File: src/rtl/snake_body.sv
// Snake body datapath: shift-register segment store, head stepping, wall/self collision and growth.
// Optional build macro SNAKE_WRAP_EN makes the grid edges wrap instead of killing the snake.
module snake_body #(
  parameter int GRID_W   = 40,
  parameter int GRID_H   = 30,
  parameter int XW       = 6,
  parameter int YW       = 5,
  parameter int MAX_LEN  = 32,
  parameter int LW       = 6,
  parameter int INIT_LEN = 3
) (
  input  logic          clock,
  input  logic          resetn,
  input  logic          move,
  input  logic          dir_valid,
  input  logic [1:0]    dir,
  input  logic [XW-1:0] fruit_x,
  input  logic [YW-1:0] fruit_y,
  input  logic [LW-1:0] rd_index,
  output logic [XW-1:0] rd_x,
  output logic [YW-1:0] rd_y,
  output logic          rd_active,
  output logic [XW-1:0] head_x,
  output logic [YW-1:0] head_y,
  output logic [LW-1:0] length,
  output logic          busy,
  output logic          ate_fruit,
  output logic          endgame
);

  localparam int IW = $clog2(MAX_LEN);

  typedef enum logic [2:0] {S_IDLE, S_CALC, S_SCAN, S_COMMIT, S_DEAD} state_t;

  state_t state_reg, state_next;

  logic [XW-1:0] seg_x [MAX_LEN];
  logic [YW-1:0] seg_y [MAX_LEN];
  logic [LW-1:0] len_reg;
  logic [LW-1:0] scan_idx;
  logic [LW-1:0] scan_limit;
  logic [1:0]    cur_dir;
  logic [1:0]    pend_dir;
  logic [XW-1:0] nx_calc, nx_reg;
  logic [YW-1:0] ny_calc, ny_reg;
  logic          grow_reg;
  logic          out_of_grid;
  logic          wall_hit;
  logic          scan_hit;
  logic          commit;
  logic          respawn;

  // Candidate head one cell along cur_dir, with the wrapped coordinate precomputed.
  always_comb begin
    nx_calc     = seg_x[0];
    ny_calc     = seg_y[0];
    out_of_grid = 1'b0;
    case (cur_dir)
      2'd0: if (seg_y[0] == '0) begin
        out_of_grid = 1'b1;
        ny_calc     = YW'(GRID_H - 1);
      end else ny_calc = seg_y[0] - 1'b1;
      2'd1: if (seg_x[0] == XW'(GRID_W - 1)) begin
        out_of_grid = 1'b1;
        nx_calc     = '0;
      end else nx_calc = seg_x[0] + 1'b1;
      2'd2: if (seg_x[0] == '0) begin
        out_of_grid = 1'b1;
        nx_calc     = XW'(GRID_W - 1);
      end else nx_calc = seg_x[0] - 1'b1;
      default: if (seg_y[0] == YW'(GRID_H - 1)) begin
        out_of_grid = 1'b1;
        ny_calc     = '0;
      end else ny_calc = seg_y[0] + 1'b1;
    endcase
  end

`ifdef SNAKE_WRAP_EN
  assign wall_hit = 1'b0;
`else
  assign wall_hit = out_of_grid;
`endif

  // The tail cell is vacated on a plain step, so it is only scanned when growing.
  assign scan_limit = grow_reg ? (len_reg - LW'(1)) : (len_reg - LW'(2));
  assign scan_hit   = (seg_x[scan_idx[IW-1:0]] == nx_reg) && (seg_y[scan_idx[IW-1:0]] == ny_reg);

  always_ff @(posedge clock) begin
    if (!resetn) state_reg <= S_IDLE;
    else         state_reg <= state_next;
  end

  always_comb begin
    state_next = state_reg;
    busy       = 1'b1;
    ate_fruit  = 1'b0;
    endgame    = 1'b0;
    commit     = 1'b0;
    respawn    = 1'b0;
    case (state_reg)
      S_IDLE: begin
        busy = 1'b0;
        if (move) state_next = S_CALC;
      end
      S_CALC:   state_next = wall_hit ? S_DEAD : S_SCAN;
      S_SCAN: begin
        if (scan_hit)                     state_next = S_DEAD;
        else if (scan_idx == scan_limit)  state_next = S_COMMIT;
      end
      S_COMMIT: begin
        commit     = 1'b1;
        ate_fruit  = grow_reg;
        state_next = S_IDLE;
      end
      S_DEAD: begin
        endgame    = 1'b1;
        respawn    = 1'b1;
        state_next = S_IDLE;
      end
      default:  state_next = S_IDLE;
    endcase
  end

  always_ff @(posedge clock) begin
    if (!resetn || respawn) begin
      len_reg  <= LW'(INIT_LEN);
      grow_reg <= 1'b0;
      scan_idx <= '0;
      nx_reg   <= '0;
      ny_reg   <= '0;
    end else begin
      if (state_reg == S_CALC) begin
        nx_reg   <= nx_calc;
        ny_reg   <= ny_calc;
        grow_reg <= (nx_calc == fruit_x) && (ny_calc == fruit_y);
        scan_idx <= '0;
      end
      if (state_reg == S_SCAN) scan_idx <= scan_idx + LW'(1);
      if (commit && grow_reg && (len_reg != LW'(MAX_LEN))) len_reg <= len_reg + LW'(1);
    end
  end

  always_ff @(posedge clock) begin
    if (!resetn || respawn) begin
      for (int i = 0; i < MAX_LEN; i++) begin
        seg_x[i] <= (i < INIT_LEN) ? XW'(GRID_W / 2 - i) : '0;
        seg_y[i] <= (i < INIT_LEN) ? YW'(GRID_H / 2) : '0;
      end
    end else if (commit) begin
      seg_x[0] <= nx_reg;
      seg_y[0] <= ny_reg;
      for (int i = 1; i < MAX_LEN; i++) begin
        seg_x[i] <= seg_x[i-1];
        seg_y[i] <= seg_y[i-1];
      end
    end
  end

  // Reversal check uses the committed direction, so a quick turn-then-reverse is still allowed.
  always_ff @(posedge clock) begin
    if (!resetn || respawn) begin
      cur_dir  <= 2'd1;
      pend_dir <= 2'd1;
    end else begin
      if (dir_valid && (({1'b0, dir} + {1'b0, cur_dir}) != 3'd3)) pend_dir <= dir;
      if (state_reg == S_IDLE && move) cur_dir <= pend_dir;
    end
  end

  always_comb begin
    rd_x      = '0;
    rd_y      = '0;
    rd_active = 1'b0;
    if (rd_index < len_reg) begin
      rd_active = 1'b1;
      rd_x      = seg_x[rd_index[IW-1:0]];
      rd_y      = seg_y[rd_index[IW-1:0]];
    end
  end

  assign head_x = seg_x[0];
  assign head_y = seg_y[0];
  assign length = len_reg;

endmodule

File: config.mk
export PLATFORM = sky130hd
export DESIGN_NAME = snake_body
export DESIGN_NICKNAME = d
export VERILOG_FILES = /design/src/rtl/snake_body.sv
export SDC_FILE = /design/constraint.sdc
export NUM_CORES = 1
export LEC_CHECK = 0
export ABC_AREA = 1
export ABC_CLOCK_PERIOD_IN_PS = 12100
export CORE_ASPECT_RATIO = 1.25
export CORE_MARGIN = 8
export CORE_UTILIZATION = 47
export DETAILED_ROUTE_END_ITERATION = 8
export PLACE_DENSITY = 0.71
export SETUP_SLACK_MARGIN = 0.2
export SKIP_CTS_REPAIR_TIMING = 1
export SYNTH_ARGS = -nofsm -noshare
export SYNTH_HDL_FRONTEND = slang
export SYNTH_SLANG_ARGS = --single-unit
export TNS_END_PERCENT = 10
File: constraint.sdc
create_clock -name clock -period 12.1 [get_ports clock]
set_clock_uncertainty 0.1 [all_clocks]
set_input_delay 2.42 -clock clock [delete_from_list [all_inputs] [get_ports clock]]
set_output_delay 2.42 -clock clock [all_outputs]
set_load 0.03 [all_outputs]
==> results of run 1 <==
routing by layer:
metal,global-route usage (%),up-vias,share of wire (%)
met5,0,-,0
met4,10.33,0,4.0
met3,3.406,167,8.2
met2,38.89,936,48
met1,28.61,9213,39
li1,-,9250,-
area by class of cell:
type | count | area (um2)
clock buffer | 54 | 1085
sequential | 388 | 11300
multi-input combinational | 1851 | 8701
timing repair buffer | 85 | 793.3
fill | 4467 | 22640
tap | 637 | 797.0
inverter | 399 | 1509
clock inverter | 18 | 166.4
power groups by stage:
stage / Sequential (mW) / Combinational (mW) / Clock (mW)
final: 1.69 / 0.702 / 1.22
after global routing: 1.71 / 0.784 / 1.28
after CTS: 1.69 / 0.693 / 1.24
after detailed placement: 1.72 / 0.689 / 0
after global placement: 1.71 / 0.675 / 0
after floorplan: 1.72 / 0.522 / 0
cell usage after synthesis (3+ instances only):
cell type    n  area share, %
or2_2        6           0.17
o221ai_1    11           0.43
buf_4        3           0.10
o21ai_1      3          0.067
nand2_1    511            8.6
o311ai_0    35            1.4
a211oi_1     6           0.20
o211ai_1     8           0.27
nor3_1      16           0.36
a21oi_1    225            5.1
inv_1      393            6.6
buf_1       10           0.17
xnor2_1     10           0.39
buf_2       56            1.3
inv_2        4          0.067
dfxtp_1     36            3.2
nand3_1    356            8.0
nand4_1      5           0.14
ha_1        21            1.2
a311oi_1     3           0.12
nor2_1     383            6.5
clkbuf_1   121            2.0
xor2_1      14           0.55
o21ai_0    217            4.9
o31ai_1      3           0.10
edfxtp_1   352             47
worst max-delay path, stage by stage:
cell             delay, ns
buf_6                 0.41
buf_4                 0.82
a21oi_1               0.17
o311ai_0              0.91
a21oi_1               0.23
nor3_1                0.42
clkdlybuf4s50_1       0.77
cell families (layout without fill, tap and decap cells):
kind of cell / count (synthesis) / count (layout) / synth area share, %
xor+xnor: 24 / 24 / 0.9436
fa+ha+maj: 22 / 22 / 1.269
buf+inv: 589 / 556 / 10.29
simple gates: 1284 / 1284 / 23.96
mux: 1 / 1 / 0.04494
flops: 388 / 388 / 50.69
compound gates: 520 / 520 / 12.81
final timing paths:
check	start	to	cells after the start	slack, ns
min	pend_dir[1]	cur_dir[1]	2	0.34
max reg2reg	flip-flop	state_reg[0]	16	7.85
max	rd_index[0]	rd_x[3]	7	3.26
min reg2reg	pend_dir[1]	cur_dir[1]	2	0.34
through the flow:
step | setup WS [ns] | hold WS (ns) | area, um2 | total power, mW | instances
after floorplan | 0.6716 | 0.3201 | 22280 | 2.237 | 2828
after global placement | 3.370 | 0.3311 | 23090 | 2.386 | 3359
after detailed placement | 3.346 | 0.3390 | 23090 | 2.405 | 3359
after CTS | 3.307 | 0.3439 | 24340 | 3.619 | 3431
after global routing | 3.102 | 0.3655 | 24350 | 3.773 | 3432
final | 3.261 | 0.3405 | 24350 | 3.617 | 3432
==> impl_metrics.yaml, run 1 <==
floorplanning:
  core_area_mm2: 0.04699
  die_w_um: 210.7
  ios: 55
  die_h_um: 259.4
  initial_core_util_pct: 47.40
  rows: 89
  die-area_mm2: 0.05466
pwr:
  pwr-share-comb_pct: 19.4
  power.density_mw_per_mm2: 148.6
  netSwitchingPower_mw: 1.114
  switching_share_pct: 30.81
  p_leak_nw: 9.953
  p_clk_share_pct: 33.8
  seq_power_share_pct: 46.8
  ir_drop_mv: 0.1037
  internal_power_mw: 2.503
sta:
  final.min_clock_period_ns: 8.839
  period_share_pct: 73.05
  finalMaxSlewViolations: 0
  finalSetupViolCount: 0
  timing.setup.tns_ns: 0
  fmax_mhz: 113.1
  tightestPinTransition_ns: 1.199
  slew_headroom_pct: 20.07
  rsz0062_at_grt: "no"
  final_hold_viol_count: 0
synthesis:
  synth_area_mm2: 0.02228
  synth.distinct_cells: 40
  syn_inst: 2828
  synth_seq_cells: 388
  async_reset_ff_share_pct: 0
  ys.flop_type: "edfxtp_1"
  syn-num-nets: 2873
  yosys_warnings: 0
  ys_seq_area_share_pct: 50.69
  synth_edf_count: 352
  synth_area_per_cell_um2: 7.877
global_routing:
  antenna_found_initial: 0
  grt_usage_pct: 22.91
  grt_max_degree: 197
  grt_pass1_wl_um: 101400
  overflow: 0
  first_global_vias: 18970
clock_tree:
  root_buffer: "clkbuf_16"
  path_clk_slew_ns: 0.06
  cts.sinks: 388
  htree_levels: 2
  clock_latency_ns: 0.55
  clk_path_buf_depth: 3
  numCtsBuffers: 40
  cts_tree: "done"
place:
  dpl.hpwl_um: 37010
  place.gp.congestion: 0.8574
  io_buffers: 54
finish:
  drive_gt1_share_pct: 3.757
  antenna_cells: 0
  layout_commonest_cell: "nand2_1"
  mostFrequentLayoutCells: "510 x nand2_1, 391 x inv_1, 383 x nor2_1"
  utilization_pct: 51.82
  area_growth_pct: 9.307
  top_register: "seg_x"
  layout.nets: 2810
  largest_register_ffs: 192
  largestRegisters: "seg_x (192), seg_y (160)"
min_path:
  min-delay-path-class: "flip-flop to flip-flop"
status:
  status: "finished, final reports clean"
detailed_routing:
  remaining_drc_errors: 0
  wirelength_um: 64370
  post_drt_via_cell_ratio: 5.701
  wl_per_cell_um: 18.75
  first_pass_iters: 6
  initialDrtViolationCount: 2240
  via_count: 19570
  antenna_left: 0
critical_path:
  critPathKind: "primary input to primary output"
  start_kind: "primary input"
  cp.required_ns: 9.58
  crit_path_end_kind: "primary output"
  worstPathMaxFanout: 94
  worstPathArrival_ns: 6.32
flow_run:
  maxCapViolations: 0
Note: power is estimated with default switching activity, not from simulation.
==> run 2, diff against run 1 <==
ABC_CLOCK_PERIOD_IN_PS = 8500   (was 12100)
PLACE_DENSITY = 0.68   (was 0.71)
clock period = 8.5 ns   (was 12.1 ns; I/O delays follow)
==> run 2 against run 1 <==
Effect of this change: critical path depth up 1; non-clock buffer count is 1 higher; count of clock-buffer cells in the layout is 6 lower; die area unchanged; critical path type unchanged; largest power group unchanged.
==> impl_metrics.yaml, run 2 (synthesis results as in run 1) <==
critical_path:
  crit_chain: "clkdlybuf4s50_1 -> buf_4 -> ha_1 -> a21o_1 -> a221oi_1 -> inv_1 -> a311oi_1 -> clkdlybuf4s50_1"
  worstPathArrival_ns: 5.32
  crit_path_end_kind: "primary output"
  worstPathMaxFanout: 11
  start_kind: "primary input"
  rr_worst_depth: 18
  worst_path_max_delay_cell: "clkdlybuf4s50_1"
  crit_family: "buffers and inverters"
  critPathBufInv: 4
  critPathKind: "primary input to primary output"
  crit_path_start: "rd_index[3]"
  cpPeakStageDelay_ns: 0.80
  cp_common_cell: "clkdlybuf4s50_1"
  cp.required_ns: 6.70
  r2r_end: "state_reg[0]"
  rrSetupSlack_ns: 4.31
detailed_routing:
  remaining_drc_errors: 0
  wl_per_cell_um: 19.09
  antenna_left: 0
  post_drt_via_cell_ratio: 5.733
  wirelength_um: 65650
  via_count: 19720
  initialDrtViolationCount: 2067
  first_pass_iters: 7
sta:
  final_hold_viol_count: 0
  holdWs_ns: 0.3494
  fin_ws_ns: 1.380
  finalMaxSlewViolations: 0
  final.min_clock_period_ns: 7.120
  tightestPinTransition_ns: 1.157
  rsz0062_at_grt: "no"
  fmax_mhz: 140.4
  slew_headroom_pct: 22.74
  timing.setup.tns_ns: 0
  finalSetupViolCount: 0
  period_share_pct: 83.77
floorplanning:
  die_w_um: 210.7
  die-area_mm2: 0.05466
  die_h_um: 259.4
  rows: 89
  ios: 55
  core_area_mm2: 0.04699
  initial_core_util_pct: 47.40
clock_tree:
  clk_path_buf_depth: 3
  root_buffer: "clkbuf_16"
  htree_levels: 2
  cts_tree: "done"
  path_clk_slew_ns: 0.06
  numCtsBuffers: 42
  cts.sinks: 388
  clock_latency_ns: 0.57
place:
  pre_cts_slack_ns: 1.345
  place.gp.congestion: 0.8561
  io_buffers: 54
  dpl.hpwl_um: 37910
  dpl_cell_area_mm2: 0.02313
finish:
  mostFrequentLayoutCells: "510 x nand2_1, 391 x inv_1, 382 x nor2_1"
  top_register: "seg_x"
  largestRegisters: "seg_x (192), seg_y (160)"
  largest_register_ffs: 192
  drive_gt1_share_pct: 4.284
  area_growth_pct: 9.857
  utilization_pct: 52.08
  post-route-cell-area_mm2: 0.02447
  layout.nets: 2813
  layout_commonest_cell: "nand2_1"
global_routing:
  first_global_vias: 19080
  grt_usage_pct: 23.35
  grt_max_degree: 182
  antenna_found_initial: 1
  grt_pass1_wl_um: 102700
  overflow: 0
min_path:
  whs_path_depth: 2
  min-delay-path-class: "flip-flop to flip-flop"
  min_to: "cur_dir[1]"
  worstHoldStart: "pend_dir[1]"
pwr:
  power.density_mw_per_mm2: 214.4
  ir_drop_mv: 0.1474
  p_leak_nw: 10.03
flow_run:
  maxCapViolations: 0
status:
  status: "finished, final reports clean"
[run 2: tightest hold or removal path, cell delays in order (launching register included)]
cell and delay [ns]:
dfxtp_1 0.31, inv_1 0.05, a21oi_1 0.05
[run 2: per-layer routing]
metal / wire length [um] / vias to the layer above / GRT usage [%]
met4: 2345 / 0 / 9.790
met1: 26290 / 9346 / 29.60
li1: - / 9249 / -
met5: 0 / - / 0
met2: 31090 / 946 / 38.99
met3: 5922 / 175 / 4.130
[run 2: how the worst max path moves through the flow]
stage / depth (start not counted) / end / slack [ns]
after detailed placement: 8 / rd_x[4] / 1.34
after global routing: 8 / rd_x[4] / 1.24
after floorplan: 4 / seg_x[0][0] / 1.40
final: 8 / rd_x[4] / 1.38
after CTS: 8 / rd_x[4] / 1.32
after global placement: 8 / rd_x[4] / 1.39
[run 2: through the flow]
stage          power (mW)  instances
2_1_floorplan       3.159       2828
3_3_place_gp        3.404       3361
3_5_place_dp        3.433       3361
4_1_cts             5.251       3438
5_1_grt             5.474       3438
6_report            5.248       3439
[run 2: cell type report]
| class | instances | area [um2] |
|---|---|---|
| clock buffers | 48 | 1095 |
| well taps | 637 | 797.0 |
| fillers | 4443 | 22520 |
| inverters | 399 | 1509 |
| flip-flops and latches | 388 | 11300 |
| diodes | 1 | 2.502 |
| clock inverters | 29 | 249.0 |
| multi-input cells | 1851 | 8712 |
| repair buffers | 86 | 809.5 |
[run 2: report_power, final]
part           switching, mW  total (mW)  leakage [nW]  internal, mW
clock network          0.784        1.83         0.677          1.05
registers              0.132        2.41          3.86          2.28
logic                  0.707        1.01          5.49         0.300
